<file path="config.mk">
export PLATFORM = sky130hd
export DESIGN_NAME = noc_inject_arbiter
export DESIGN_NICKNAME = d
export VERILOG_FILES = /design/src/rtl/noc_inject_arbiter.sv
export SDC_FILE = /design/constraint.sdc
export NUM_CORES = 1
export LEC_CHECK = 0
export BUFFER_PORTS_ARGS = -buffer_cell sky130_fd_sc_hd__buf_2
export CAP_MARGIN = 0
export CORE_MARGIN = 2
export CORE_UTILIZATION = 35
export CTS_CLUSTER_DIAMETER = 200
export DETAILED_ROUTE_END_ITERATION = 8
export GPL_TIMING_DRIVEN = 0
export PLACE_DENSITY = 0.73
export SLEW_MARGIN = 20
export SYNTH_ARGS = -nofsm -noshare
export SYNTH_HDL_FRONTEND = slang
export SYNTH_SLANG_ARGS = --single-unit
</file>
<file path="constraint.sdc">
create_clock -name clk -period 4.65 [get_ports clk]
set_input_delay 0.93 -clock clk [delete_from_list [all_inputs] [get_ports clk]]
set_output_delay 0.93 -clock clk [all_outputs]
set_load 0.05 [all_outputs]
</file>
<file path="src/rtl/noc_inject_arbiter.sv">
// Round-robin arbiter sharing one NoC injection link among N packetizers, with final-output counting.
// Optional build macro ADDER_PRIORITY_EN gives the adder packetizer absolute priority in arbitration.
module noc_inject_arbiter #(
  parameter int          N          = 4,
  parameter int          PWIDTH     = 47,
  parameter int          SRC_LSB    = 40,
  parameter logic [2:0]  ADDER_SRC  = 3'b100,
  parameter int          NUM_FINAL  = 25,
  parameter int          ADDER_PORT = N - 1,
  localparam int         GW         = $clog2(N),
  localparam int         CW         = $clog2(NUM_FINAL + 1)
) (
  input  logic                  clk,
  input  logic                  rst_n,
  input  logic [N-1:0]          req_valid,
  output logic [N-1:0]          req_ready,
  input  logic [N*PWIDTH-1:0]   req_data,
  output logic                  out_valid,
  input  logic                  out_ready,
  output logic [PWIDTH-1:0]     out_data,
  output logic [GW-1:0]         grant_id,
  output logic [CW-1:0]         final_count,
  output logic                  done
);

`ifdef ADDER_PRIORITY_EN
  localparam bit PRIO_EN = 1'b1;
`else
  localparam bit PRIO_EN = 1'b0;
`endif

  typedef enum logic {IDLE, SEND} state_t;

  state_t            state;
  logic [GW-1:0]     last_q;
  logic [GW-1:0]     cand;
  logic [GW-1:0]     win_idx;
  logic              win_vld;
  logic              upd_last;
  logic [PWIDTH-1:0] req_pkt [N];

  function automatic logic [CW-1:0] sat_inc(input logic [CW-1:0] c);
    return (c == CW'(NUM_FINAL)) ? c : c + 1'b1;
  endfunction

  always_comb begin
    for (int i = 0; i < N; i++) req_pkt[i] = req_data[i*PWIDTH +: PWIDTH];
  end

  // Search starts just past the last winner, so last itself is examined at the very end.
  always_comb begin
    win_vld  = 1'b0;
    win_idx  = '0;
    cand     = '0;
    upd_last = 1'b1;
    for (int k = 1; k <= N; k++) begin
      cand = GW'((int'(last_q) + k) % N);
      if (!win_vld && req_valid[cand]) begin
        win_vld = 1'b1;
        win_idx = cand;
      end
    end
    if (PRIO_EN && req_valid[ADDER_PORT]) begin
      win_vld  = 1'b1;
      win_idx  = GW'(ADDER_PORT);
      upd_last = 1'b0;
    end
  end

  assign req_ready = (state == IDLE && win_vld) ? (N'(1) << win_idx) : '0;

  always_ff @(posedge clk or negedge rst_n) begin
    if (!rst_n) begin
      state       <= IDLE;
      out_valid   <= 1'b0;
      out_data    <= '0;
      grant_id    <= '0;
      last_q      <= GW'(N - 1);
      final_count <= '0;
      done        <= 1'b0;
    end else begin
      case (state)
        IDLE: begin
          if (win_vld) begin
            out_data  <= req_pkt[win_idx];
            grant_id  <= win_idx;
            out_valid <= 1'b1;
            state     <= SEND;
            if (upd_last) last_q <= win_idx;
          end
        end
        SEND: begin
          if (out_valid && out_ready) begin
            out_valid <= 1'b0;
            state     <= IDLE;
            if (out_data[SRC_LSB+2:SRC_LSB] == ADDER_SRC) begin
              final_count <= sat_inc(final_count);
              if (final_count == CW'(NUM_FINAL - 1)) done <= 1'b1;
            end
          end
        end
        default: state <= IDLE;
      endcase
    end
  end

endmodule

</file>
==> results of run 1 <==
-- through the flow --
step | utilization, % | power (W) | hold slack (ps) | instance area (sq um) | setup slack, ps
after floorplan | - | 0.00229 | 473 | 3490 | 1300
after global placement | 50.7 | 0.00273 | 448 | 4930 | 1220
after detailed placement | 50.7 | 0.00278 | 465 | 4930 | 1180
after CTS | 52.7 | 0.00325 | 483 | 5130 | 1180
after global routing | 52.7 | 0.00339 | 504 | 5130 | 1040
final | 52.7 | 0.00322 | 476 | 5130 | 1190
-- metal layers --
metal	vias to the layer above	part of all wire, %	GRT usage, %
met2	176	53	39.1
met3	19	6.7	4.45
met1	1735	38	23.5
li1	1770	-	-
met5	-	0	0
met4	0	1.9	8.20
-- power by group through the flow --
stage	Clock, W	Combinational [W]	Sequential (W)
floorplan	0	0.000737	0.00155
global placement	0	0.00188	0.000853
detailed placement	0	0.00192	0.000860
CTS	0.000475	0.00192	0.000854
global route	0.000497	0.00201	0.000885
finish	0.000460	0.00190	0.000856
-- cell usage after synthesis, types with 2 or more instances --
library cell | instances | share of area [%]
sky130_fd_sc_hd__nor2_1 | 11 | 1.2
sky130_fd_sc_hd__o221ai_1 | 47 | 12
sky130_fd_sc_hd__buf_2 | 3 | 0.43
sky130_fd_sc_hd__clkbuf_1 | 11 | 1.2
sky130_fd_sc_hd__mux2i_1 | 94 | 27
sky130_fd_sc_hd__a21oi_1 | 6 | 0.86
sky130_fd_sc_hd__nand4_1 | 2 | 0.36
sky130_fd_sc_hd__nand2_1 | 58 | 6.2
sky130_fd_sc_hd__xnor2_1 | 4 | 1.0
sky130_fd_sc_hd__inv_1 | 3 | 0.32
sky130_fd_sc_hd__dfstp_2 | 2 | 1.5
sky130_fd_sc_hd__ha_1 | 3 | 1.1
sky130_fd_sc_hd__buf_4 | 8 | 1.7
sky130_fd_sc_hd__dfrtp_1 | 57 | 41
sky130_fd_sc_hd__buf_6 | 2 | 0.64
sky130_fd_sc_hd__nand2b_1 | 6 | 1.1
-- flip-flops by register name, summed over array words and instances, names as in the netlist --
name         count
done             1
out_valid        1
state            1
grant_id         2
last_q           2
out_data        47
final_count      5
-- final cells by class --
type / instances / area share [%]
Multi-Input combinational cell: 242 / 36.0
Sequential cell: 59 / 28.8
Timing Repair Buffer: 254 / 24.8
Tap cell: 133 / 3.24
Buffer: 26 / 3.07
Clock buffer: 11 / 2.76
Clock inverter: 5 / 1.02
Inverter: 3 / 0.220
-- path summary, 6_finish.rpt --
check,depth (start not counted),endpoint,slack [ps],startpoint
worst max-delay path,7,req_ready[2],1190,req_valid[0]
worst min-delay path,1,done,480,done
worst max register to register,8,out_data[21],2520,last_q[0]
worst min register to register,1,done,480,done
max in group asynchronous,1,out_data[39],3470,rst_n
min in group asynchronous,1,out_data[16],670,rst_n
-- kinds of logic (layout without fill, tap and decap cells) --
group,Yosys count,after routing
AOI/OAI and AO/OA,60,60
xor gates and xnor gates,4,4
adders and majority gates,3,3
buffers and inverters,29,299
DFF,59,59
muxes,95,95
and+or+nand+nor,80,80
-- worst max-delay path: stages --
cell	delay [ps]
sky130_fd_sc_hd__buf_2	120
sky130_fd_sc_hd__nor2_1	60
sky130_fd_sc_hd__a21oi_1	370
sky130_fd_sc_hd__nand2_1	310
sky130_fd_sc_hd__clkbuf_1	310
sky130_fd_sc_hd__nor2_1	150
sky130_fd_sc_hd__buf_2	270
==> out/summary.txt, run 1 <==
===============================================================================================
Post-synth net total                                                                        528
DRC Markers                                                                                   0
Shortest period the worst path allows                                                   3460 ps
DR vias                                                                                    3700
Standard-cell rows                                                                           36
Arr. time, crit path                                                                    2530 ps
Number of buffers added by the clock tree synthesis step                                      9
CTS max path bufs                                                                             2
Synth-to-layout area growth                                                               46.8%
Power density relative to cell area                                                 627 nW/um^2
Starting density of the core                                                              35.9%
Startpoint type of the worst setup path                                              input port
Clock input transition at the sequential cells of the worst setup and hold paths          70 ps
Global placement routability congestion                                                   0.823
Net switching fraction of the power                                                       50.2%
Sum of negative setup slack                                                                0 ps
Final cell count without fillers                                                            733
Final Hold Viols                                                                              0
Part of the total power dissipated in combinational logic                                 59.1%
Final setup violation count                                                                   0
IO Count                                                                                    255
Internal power summed over all cells                                                  0.00160 W
Mapped Avg Cell Area                                                                 10.6 sq um
CP max FO                                                                                    10
Number of flip-flops and latches in the synthesized netlist                                  59
Antenna diode count                                                                           0
Mapped Cells                                                                                330
Unrepaired setup endpoints after global routing                                              no
Post-CTS Setup Inserts                                                                        0
Count of nets after finishing                                                               793
Fin Clk Skew                                                                            8.58 ps
Filler cell count in the final layout                                                       902
Clk Latency, worst-skew pair                                                             330 ps
Fraction of the mapped netlist area in compound gates                                     14.2%
Maxcap violations                                                                             0
Horiz. Die Dim                                                                      104 microns
Port Buf Inserts                                                                            254
Total detailed-routing wirelength                                                  11500 microns
Combined area of all synthesized cells                                               3490 sq um
Die boundary height                                                                 104 microns
CP endpoint kind                                                                   primary output
Share of total power in the clock network                                                 14.3%
Multiplexer fraction of the synthesized cell area                                         27.2%
Actual transition at the worst max-transition pin                                        753 ps
Number of optimization iterations in the first detailed-route pass                            4
Via density per instance                                                                   5.05
Static Leak                                                                             2.90 nW
Share of power burned in registers                                                        26.6%
Most frequent cells in the layout                                                  256 x sky130_fd_sc_hd__buf_2, 94 x sky130_fd_sc_hd__mux2i_1, 58 x sky130_fd_sc_hd__nand2_1, 57 x sky130_fd_sc_hd__dfrtp_1, 47 x sky130_fd_sc_hd__o221ai_1
Vias in the first global route                                                             3892
Sequential fraction of the synthesis area                                                 42.3%
Most used flip-flop cell after synthesis                                           sky130_fd_sc_hd__dfrtp_1
Area of combinational cells with multiple inputs                                     1850 sq um
Fraction of synthesized cell area in xor and xnor cells                                   1.00%
Total global routing track utilization                                                    21.1%
Post-synthesis adder-cell area fraction                                                   1.07%
Worst Path Required                                                                     3720 ps
Final critical-path share of the clock period                                             74.3%
Fraction of final layout cells with drive strength greater than 1                         48.0%
Routed wire length per instance                                                    15.8 microns
Area of the die                                                                     10800 sq um
Quantity of gates resized following cts                                                       0
Count of nets left with antenna violations after detail routing                               0
Deepest level of the CTS H-tree                                                               3
Net Switching                                                                         0.00162 W
Most frequent standard cell in the layout excluding fill and tap cells             sky130_fd_sc_hd__buf_2
Async set or reset register ratio after synthesis                                          100%
Max Transition Viols Final                                                                    0
# placed instances                                                                          717
Core ar.                                                                             9730 sq um
Max-slew headroom                                                                         49.3%
Dpl hpwl                                                                           9290 microns
Clock tree root driver cell                                                        sky130_fd_sc_hd__clkbuf_8
Warnings from Yosys                                                                           0
Number of flops mapped to enable cells by yosys                                               0
Grt total ovfl                                                                                0
Pin count of the biggest net entering global routing                                         60
1st-iter DRT viols                                                                          101
FF+latch area                                                                        1480 sq um
Clock sink count                                                                             59
Dominant combinational cell family by area after synthesis                         multiplexers
Post-Synth Simple-Gate Area                                                               9.31%
Hold bufs inserted after CTS                                                                  0
Netlist cell types                                                                           29
Worst hold-check path type                                                         register to register
Clock tree from TritonCTS                                                                 built
First-pass GRT wire length                                                         18400 microns
Worst supply voltage drop on vdd                                                       0.277 mV
Status                                                                             complete, no violations
Setup Crit Path Kind                                                               input port to primary output
Initial antenna violation count                                                               0
Max Fclk                                                                              0.289 GHz
===============================================================================================
No activity file was read; power rests on OpenSTA's default activity.
==> run 2, diff against run 1 <==
--- a/config.mk
+++ b/config.mk
@@ -5,6 +5,7 @@
 export SDC_FILE = /design/constraint.sdc
 export NUM_CORES = 1
 export LEC_CHECK = 0
+export ABC_AREA = 1
 export BUFFER_PORTS_ARGS = -buffer_cell sky130_fd_sc_hd__buf_2
 export CAP_MARGIN = 0
 export CORE_MARGIN = 2
@@ -12,7 +13,7 @@
 export CTS_CLUSTER_DIAMETER = 200
 export DETAILED_ROUTE_END_ITERATION = 8
 export GPL_TIMING_DRIVEN = 0
-export PLACE_DENSITY = 0.73
+export PLACE_DENSITY = 0.69
 export SLEW_MARGIN = 20
 export SYNTH_ARGS = -nofsm -noshare
 export SYNTH_HDL_FRONTEND = slang
==> constraint.sdc (replaced) <==
create_clock -name clk -period 3.6 [get_ports clk]
set_input_delay 0.72 -clock clk [delete_from_list [all_inputs] [get_ports clk]]
set_output_delay 0.72 -clock clk [all_outputs]
set_load 0.05 [all_outputs]
==> run 2 against run 1 <==
Synthesized area is 20% higher. Critical path depth is 8 higher. Register-to-register slack worse by 1400 ps.
==> out/summary.txt, run 2 <==
===============================================================================================
Via density per instance                                                                   5.01
CTS max path bufs                                                                             2
Top delay family on crit path                                                      buffers and inverters
Area of combinational cells with multiple inputs                                     2330 sq um
Deepest level of the CTS H-tree                                                               3
Shortest period the worst path allows                                                   3410 ps
DR vias                                                                                    5294
Antenna diode count                                                                           0
1st-iter DRT viols                                                                          316
Dpl hpwl                                                                           12200 microns
Final cell count without fillers                                                           1056
Synth-to-layout area growth                                                               42.4%
Fraction of post-synthesis cell area in the top cell type by area                         34.1%
Cell area after layout                                                               5960 sq um
Post-Synth Simple-Gate Area                                                               53.2%
Netlist cell types                                                                           26
CP max FO                                                                                    10
Most frequent standard cell in the layout excluding fill and tap cells             sky130_fd_sc_hd__buf_2
Port Buf Inserts                                                                            254
IO Count                                                                                    255
Clock input transition at the sequential cells of the worst setup and hold paths          50 ps
Most used flip-flop cell after synthesis                                           sky130_fd_sc_hd__dfrtp_1
Warnings from Yosys                                                                           0
Count of nets left with antenna violations after detail routing                               0
Dominant cell by count in the synthesized netlist                                  sky130_fd_sc_hd__nand3_1
Startpoint type of the worst setup path                                                register
Actual transition at the worst max-transition pin                                        758 ps
Cell type contributing the most total cell area after synthesis                    sky130_fd_sc_hd__dfrtp_1
Reg with most FFs                                                                      out_data
Dominant cells by area after synthesis                                             sky130_fd_sc_hd__dfrtp_1 34%, sky130_fd_sc_hd__nand3_1 29%, sky130_fd_sc_hd__nand2_1 21%, sky130_fd_sc_hd__buf_2 3.1%, sky130_fd_sc_hd__buf_6 2.4%
Flop-to-flop setup slack                                                                1140 ps
Die boundary height                                                                 113 microns
Global placement routability congestion                                                   0.904
Max Fclk                                                                              0.294 GHz
Final setup violation count                                                                   0
Fraction of final layout cells with drive strength greater than 1                         35.3%
Maxcap violations                                                                             0
Count of nets after finishing                                                              1106
Starting density of the core                                                              36.2%
Post-synth net total                                                                        842
Most frequent cells in the layout                                                  272 x sky130_fd_sc_hd__buf_2, 241 x sky130_fd_sc_hd__nand3_1, 235 x sky130_fd_sc_hd__nand2_1, 57 x sky130_fd_sc_hd__dfrtp_1, 16 x sky130_fd_sc_hd__inv_1
Worst-case setup margin in the final layout                                              193 ps
Dominant combinational cell family by area after synthesis                         simple AND/OR/NAND/NOR gates
Standard-cell rows                                                                           39
Routed wire length per instance                                                    14.8 microns
Horiz. Die Dim                                                                      113 microns
First-pass GRT wire length                                                         24700 microns
Vias in the first global route                                                             4987
Mapped Cells                                                                                644
Fraction of synthesized cell area in xor and xnor cells                                  0.838%
Clock sink count                                                                             59
Clock tree from TritonCTS                                                                 built
Multiplexer fraction of the synthesized cell area                                            0%
Total detailed-routing wirelength                                                  15600 microns
Hold bufs inserted after CTS                                                                  0
Arr. time, crit path                                                                    2690 ps
Filler cell count in the final layout                                                      1246
Combined area of all synthesized cells                                               4180 sq um
Worst Path Required                                                                     2880 ps
Worst stage delay on the critical path                                                   520 ps
Commonest cells in the netlist                                                     241 x sky130_fd_sc_hd__nand3_1, 236 x sky130_fd_sc_hd__nand2_1, 57 x sky130_fd_sc_hd__dfrtp_1, 26 x sky130_fd_sc_hd__buf_2, 16 x sky130_fd_sc_hd__inv_1
Max-slew headroom                                                                         49.5%
Status                                                                             complete, no violations
Number of buffers added by the clock tree synthesis step                                      9
Buffers & Inverters on Critical Path                                                          7
Number of optimization iterations in the first detailed-route pass                            5
Total global routing track utilization                                                    24.2%
Async set or reset register ratio after synthesis                                          100%
Number of flops mapped to enable cells by yosys                                               0
Core ar.                                                                            11600 sq um
Sum of negative setup slack                                                                0 ps
DRC Markers                                                                                   0
Cell-by-cell listing of the critical path                                          buf_6 -> inv_2 -> buf_6 -> nand2_1 -> nand2_1 -> nand2_1 -> nand2_2 -> inv_2 -> nand2_2 -> nand2_4 -> clkbuf_4 -> clkbuf_4 -> nand3_1 -> nor2_1 -> clkbuf_4
Fin Clk Skew                                                                            5.32 ps
Worst hold-check path type                                                         input port to asynchronous set/reset pin
Final Hold Viols                                                                              0
Grt total ovfl                                                                                0
Post-CTS Setup Inserts                                                                        0
Quantity of gates resized following cts                                                       0
Post-Place Cell Area                                                                 5640 sq um
Clock tree root driver cell                                                        sky130_fd_sc_hd__clkbuf_16
FF+latch area                                                                        1480 sq um
# placed instances                                                                         1041
Final critical-path share of the clock period                                             94.6%
Number of flip-flops and latches in the synthesized netlist                                  59
Initial antenna violation count                                                               0
Crit Reg-Reg Startpoint                                                               last_q[0]
Setup slack at placement                                                                 360 ps
Critical register-to-register path endpoint                                        out_data[14]
CP endpoint kind                                                                   primary output
Pin count of the biggest net entering global routing                                         60
Unrepaired setup endpoints after global routing                                              no
Max Transition Viols Final                                                                    0
Fraction of the mapped netlist area in compound gates                                    0.628%
Mapped Avg Cell Area                                                                 6.49 sq um
Sequential fraction of the synthesis area                                                 35.4%
Setup Crit Path Kind                                                               register to primary output
Area of the die                                                                     12800 sq um
Largest regs                                                                       out_data (47), final_count (5)
Slowest CP cell                                                                    sky130_fd_sc_hd__dfstp_2
Reg2Reg Depth                                                                                14
Flip-flop count of the largest register after layout                                         47
Clk Latency, worst-skew pair                                                             330 ps
Post-synthesis adder-cell area fraction                                                  0.897%
===============================================================================================
==> run 2: logic make-up (layout without fill, tap and decap cells) <==
group,count (synthesis),in the layout
adders and majority gates,3,3
buffers and inverters,73,342
AOI/OAI and AO/OA,5,5
DFF,59,59
xor gates and xnor gates,4,4
and+or+nand+nor,500,500
==> run 2: worst max path at each step <==
stage / depth (start not counted) / start / endpoint
after floorplan: 16 / last_q[0] / req_ready[1]
after global placement: 15 / req_valid[3] / req_ready[1]
after detailed placement: 15 / req_valid[2] / req_ready[3]
after CTS: 17 / last_q[0] / req_ready[3]
after global routing: 17 / last_q[0] / req_ready[3]
final: 15 / last_q[0] / req_ready[0]
==> run 2: final cells by class <==
class | instances | share of cell area, %
plain buffers | 51 | 5.08
clock buffers | 11 | 4.08
clock inverters | 5 | 0.882
inverters | 21 | 1.37
multi-input cells | 512 | 39.2
flip-flops and latches | 59 | 24.8
well taps | 143 | 3.00
repair buffers | 254 | 21.6
==> run 2: routing by layer <==
metal | vias up | part of all wire [%] | GRT usage [%] | wire length, microns
li1 | 2659 | - | - | -
met1 | 2387 | 43 | 30.8 | 6660
met2 | 223 | 48 | 41.3 | 7490
met3 | 25 | 7.2 | 3.96 | 1120
met4 | 0 | 2.2 | 8.86 | 351
met5 | - | 0 | 0 | 0
==> run 2: stage by stage <==
step,hold WS [ps],utilization [%]
floorplan,424,-
global placement,446,48.7
detailed placement,453,48.7
CTS,467,51.3
global route,488,51.5
finish,456,51.5
Power of run 2 is left out: the tool's default activity adds up to more than one toggle a clock period on the data nets, which glitch-free logic cannot reach.
==> run 3, diff against run 2 <==
--- a/config.mk
+++ b/config.mk
@@ -14,6 +14,7 @@
 export DETAILED_ROUTE_END_ITERATION = 8
 export GPL_TIMING_DRIVEN = 0
 export PLACE_DENSITY = 0.69
+export REMOVE_ABC_BUFFERS = 1
 export SLEW_MARGIN = 20
 export SYNTH_ARGS = -nofsm -noshare
 export SYNTH_HDL_FRONTEND = slang
==> run 3 against run 2 <==
Maximum frequency is 0.75% lower. Worst setup slack worse by 26 ps. Highest routed layer unchanged. Largest cell class unchanged. Final cell count is 3.0% lower. Critical endpoint is now req_ready[2].
==> out/summary.txt, run 3 (synthesis results as in run 2) <==
===============================================================================================
Status                                                                             complete, no violations
Dpl hpwl                                                                           9140 microns
First-pass GRT wire length                                                         24900 microns
Standard-cell rows                                                                           39
Most frequent standard cell in the layout excluding fill and tap cells             sky130_fd_sc_hd__buf_2
Destination of the critical timing path                                            req_ready[2]
Count of nets left with antenna violations after detail routing                               0
CP endpoint kind                                                                   primary output
Total global routing track utilization                                                    24.1%
Largest regs                                                                       out_data (47), final_count (5)
Horiz. Die Dim                                                                      113 microns
Area of the die                                                                     12800 sq um
Clock tree from TritonCTS                                                                 built
Port Buf Inserts                                                                            254
Number of optimization iterations in the first detailed-route pass                            4
Setup slack at placement                                                                -541 ps
Final setup violation count                                                                   0
Final critical-path share of the clock period                                             95.3%
Area of combinational cells with multiple inputs                                     2480 sq um
Deepest level of the CTS H-tree                                                               3
Cell area after layout                                                               6040 sq um
Via density per instance                                                                   5.10
Clk Latency, worst-skew pair                                                             320 ps
1st-iter DRT viols                                                                          342
Filler cell count in the final layout                                                      1200
IO Count                                                                                    255
Core ar.                                                                            11600 sq um
Finished Core Util                                                                        52.2%
Maxcap violations                                                                             0
Initial antenna violation count                                                               0
Starting density of the core                                                              36.2%
Clock sink count                                                                             59
Worst hold-check path type                                                         input port to asynchronous set/reset pin
Crit path launch                                                                      last_q[0]
Vias in the first global route                                                             5163
Grt total ovfl                                                                                0
Pin count of the biggest net entering global routing                                         60
Max-slew headroom                                                                         50.0%
Fraction of final layout cells with drive strength greater than 1                         34.8%
Number of buffers added by the clock tree synthesis step                                      9
Max Transition Viols Final                                                                    0
Global placement routability congestion                                                   0.834
Total detailed-routing wirelength                                                  15500 microns
Flip-flop count of the largest register after layout                                         47
Post-Place Cell Area                                                                 5450 sq um
Fin Clk Skew                                                                            8.39 ps
Die boundary height                                                                 113 microns
Worst hold-check slack                                                                   469 ps
Worst Path Required                                                                     2880 ps
Actual transition at the worst max-transition pin                                        750 ps
Shortest period the worst path allows                                                   3430 ps
Antenna diode count                                                                           0
Final Hold Viols                                                                              0
DR vias                                                                                    5218
CP max FO                                                                                    24
FF+latch area                                                                        1480 sq um
Max Fclk                                                                              0.291 GHz
CTS max path bufs                                                                             2
Arr. time, crit path                                                                    2710 ps
Startpoint type of the worst setup path                                                register
Setup Crit Path Kind                                                               register to primary output
Synth-to-layout area growth                                                               44.3%
DRC Markers                                                                                   0
Routed wire length per instance                                                    15.2 microns
Flop-to-flop setup slack                                                                1110 ps
Count of nets after finishing                                                              1075
Reg2Reg Depth                                                                                15
Reg with most FFs                                                                      out_data
Worst-case setup margin in the final layout                                              167 ps
Crit Reg-Reg Startpoint                                                               last_q[0]
Clock tree root driver cell                                                        sky130_fd_sc_hd__clkbuf_16
Critical register-to-register path endpoint                                        out_data[39]
Most frequent cells in the layout                                                  249 x sky130_fd_sc_hd__buf_2, 241 x sky130_fd_sc_hd__nand3_1, 235 x sky130_fd_sc_hd__nand2_1, 57 x sky130_fd_sc_hd__dfrtp_1, 16 x sky130_fd_sc_hd__inv_1
Clock input transition at the sequential cells of the worst setup and hold paths          60 ps
===============================================================================================
-- run 3: cell types whose count changed in the layout (fill, tap and decap cells not counted), sizes merged --
cell,delta
clkinv,-1
bufbuf,+1
bufinv,+1
clkbuf,-15
nor2,+1
buf,-26
nand2,+7
-- run 3: layout make-up --
class	instances	area share, %
repair buffers	266	24.4
flip-flops and latches	59	24.5
clock buffers	10	3.96
multi-input cells	520	41.2
clock inverters	5	1.29
inverters	21	1.68
well taps	143	2.96
-- run 3: how the worst min path moves through the flow --
stage	start	endpoint	slack [ps]	depth (start not counted)
3_3_place_gp	done	done	450	2
5_1_grt	out_data[3]	out_data[3]	480	2
6_report	rst_n	out_data[33]	470	1
4_1_cts	out_data[3]	out_data[3]	470	2
3_5_place_dp	out_data[13]	out_data[13]	460	2
2_1_floorplan	rst_n	done	420	0
-- run 3: what timing repair did --
| item | CTS | global route |
|---|---|---|
| buffers inserted | 4 | 3 |
| hold buffers | 0 | 0 |
| resized for setup | 18 | 5 |
| pin swaps | 6 | 4 |
| endpoints found under the setup margin | 4 | 4 |
| gates cloned | 8 | 1 |
-- run 3: worst max-delay path: stages, from the launching register on --
cell and delay (ps):
sky130_fd_sc_hd__dfstp_2 650, sky130_fd_sc_hd__inv_6 120, sky130_fd_sc_hd__nand2_1 80, sky130_fd_sc_hd__nand2_1 90, sky130_fd_sc_hd__nand2_1 110, sky130_fd_sc_hd__nand2_2 90
sky130_fd_sc_hd__nor2_4 130, sky130_fd_sc_hd__nand2_1 80, sky130_fd_sc_hd__nor2_2 200, sky130_fd_sc_hd__nor2_4 80, sky130_fd_sc_hd__buf_4 220, sky130_fd_sc_hd__buf_16 190
sky130_fd_sc_hd__nor2_1 110, sky130_fd_sc_hd__clkbuf_4 230
-- run 3: metrics by stage --
step           std cells  setup TNS, ps
6_report            1024              0
4_1_cts             1020              0
5_1_grt             1024          -2.36
3_5_place_dp         993          -1960
2_1_floorplan        592          -3330
3_3_place_gp         989         -77480
-- run 3: per-layer routing --
layer,wire length [microns],track usage (%)
met1,6570,29.8
met2,7560,41.8
met3,1070,4.23
met4,326,9.02
met5,0,0
Power of run 3 is left out for the same reason.
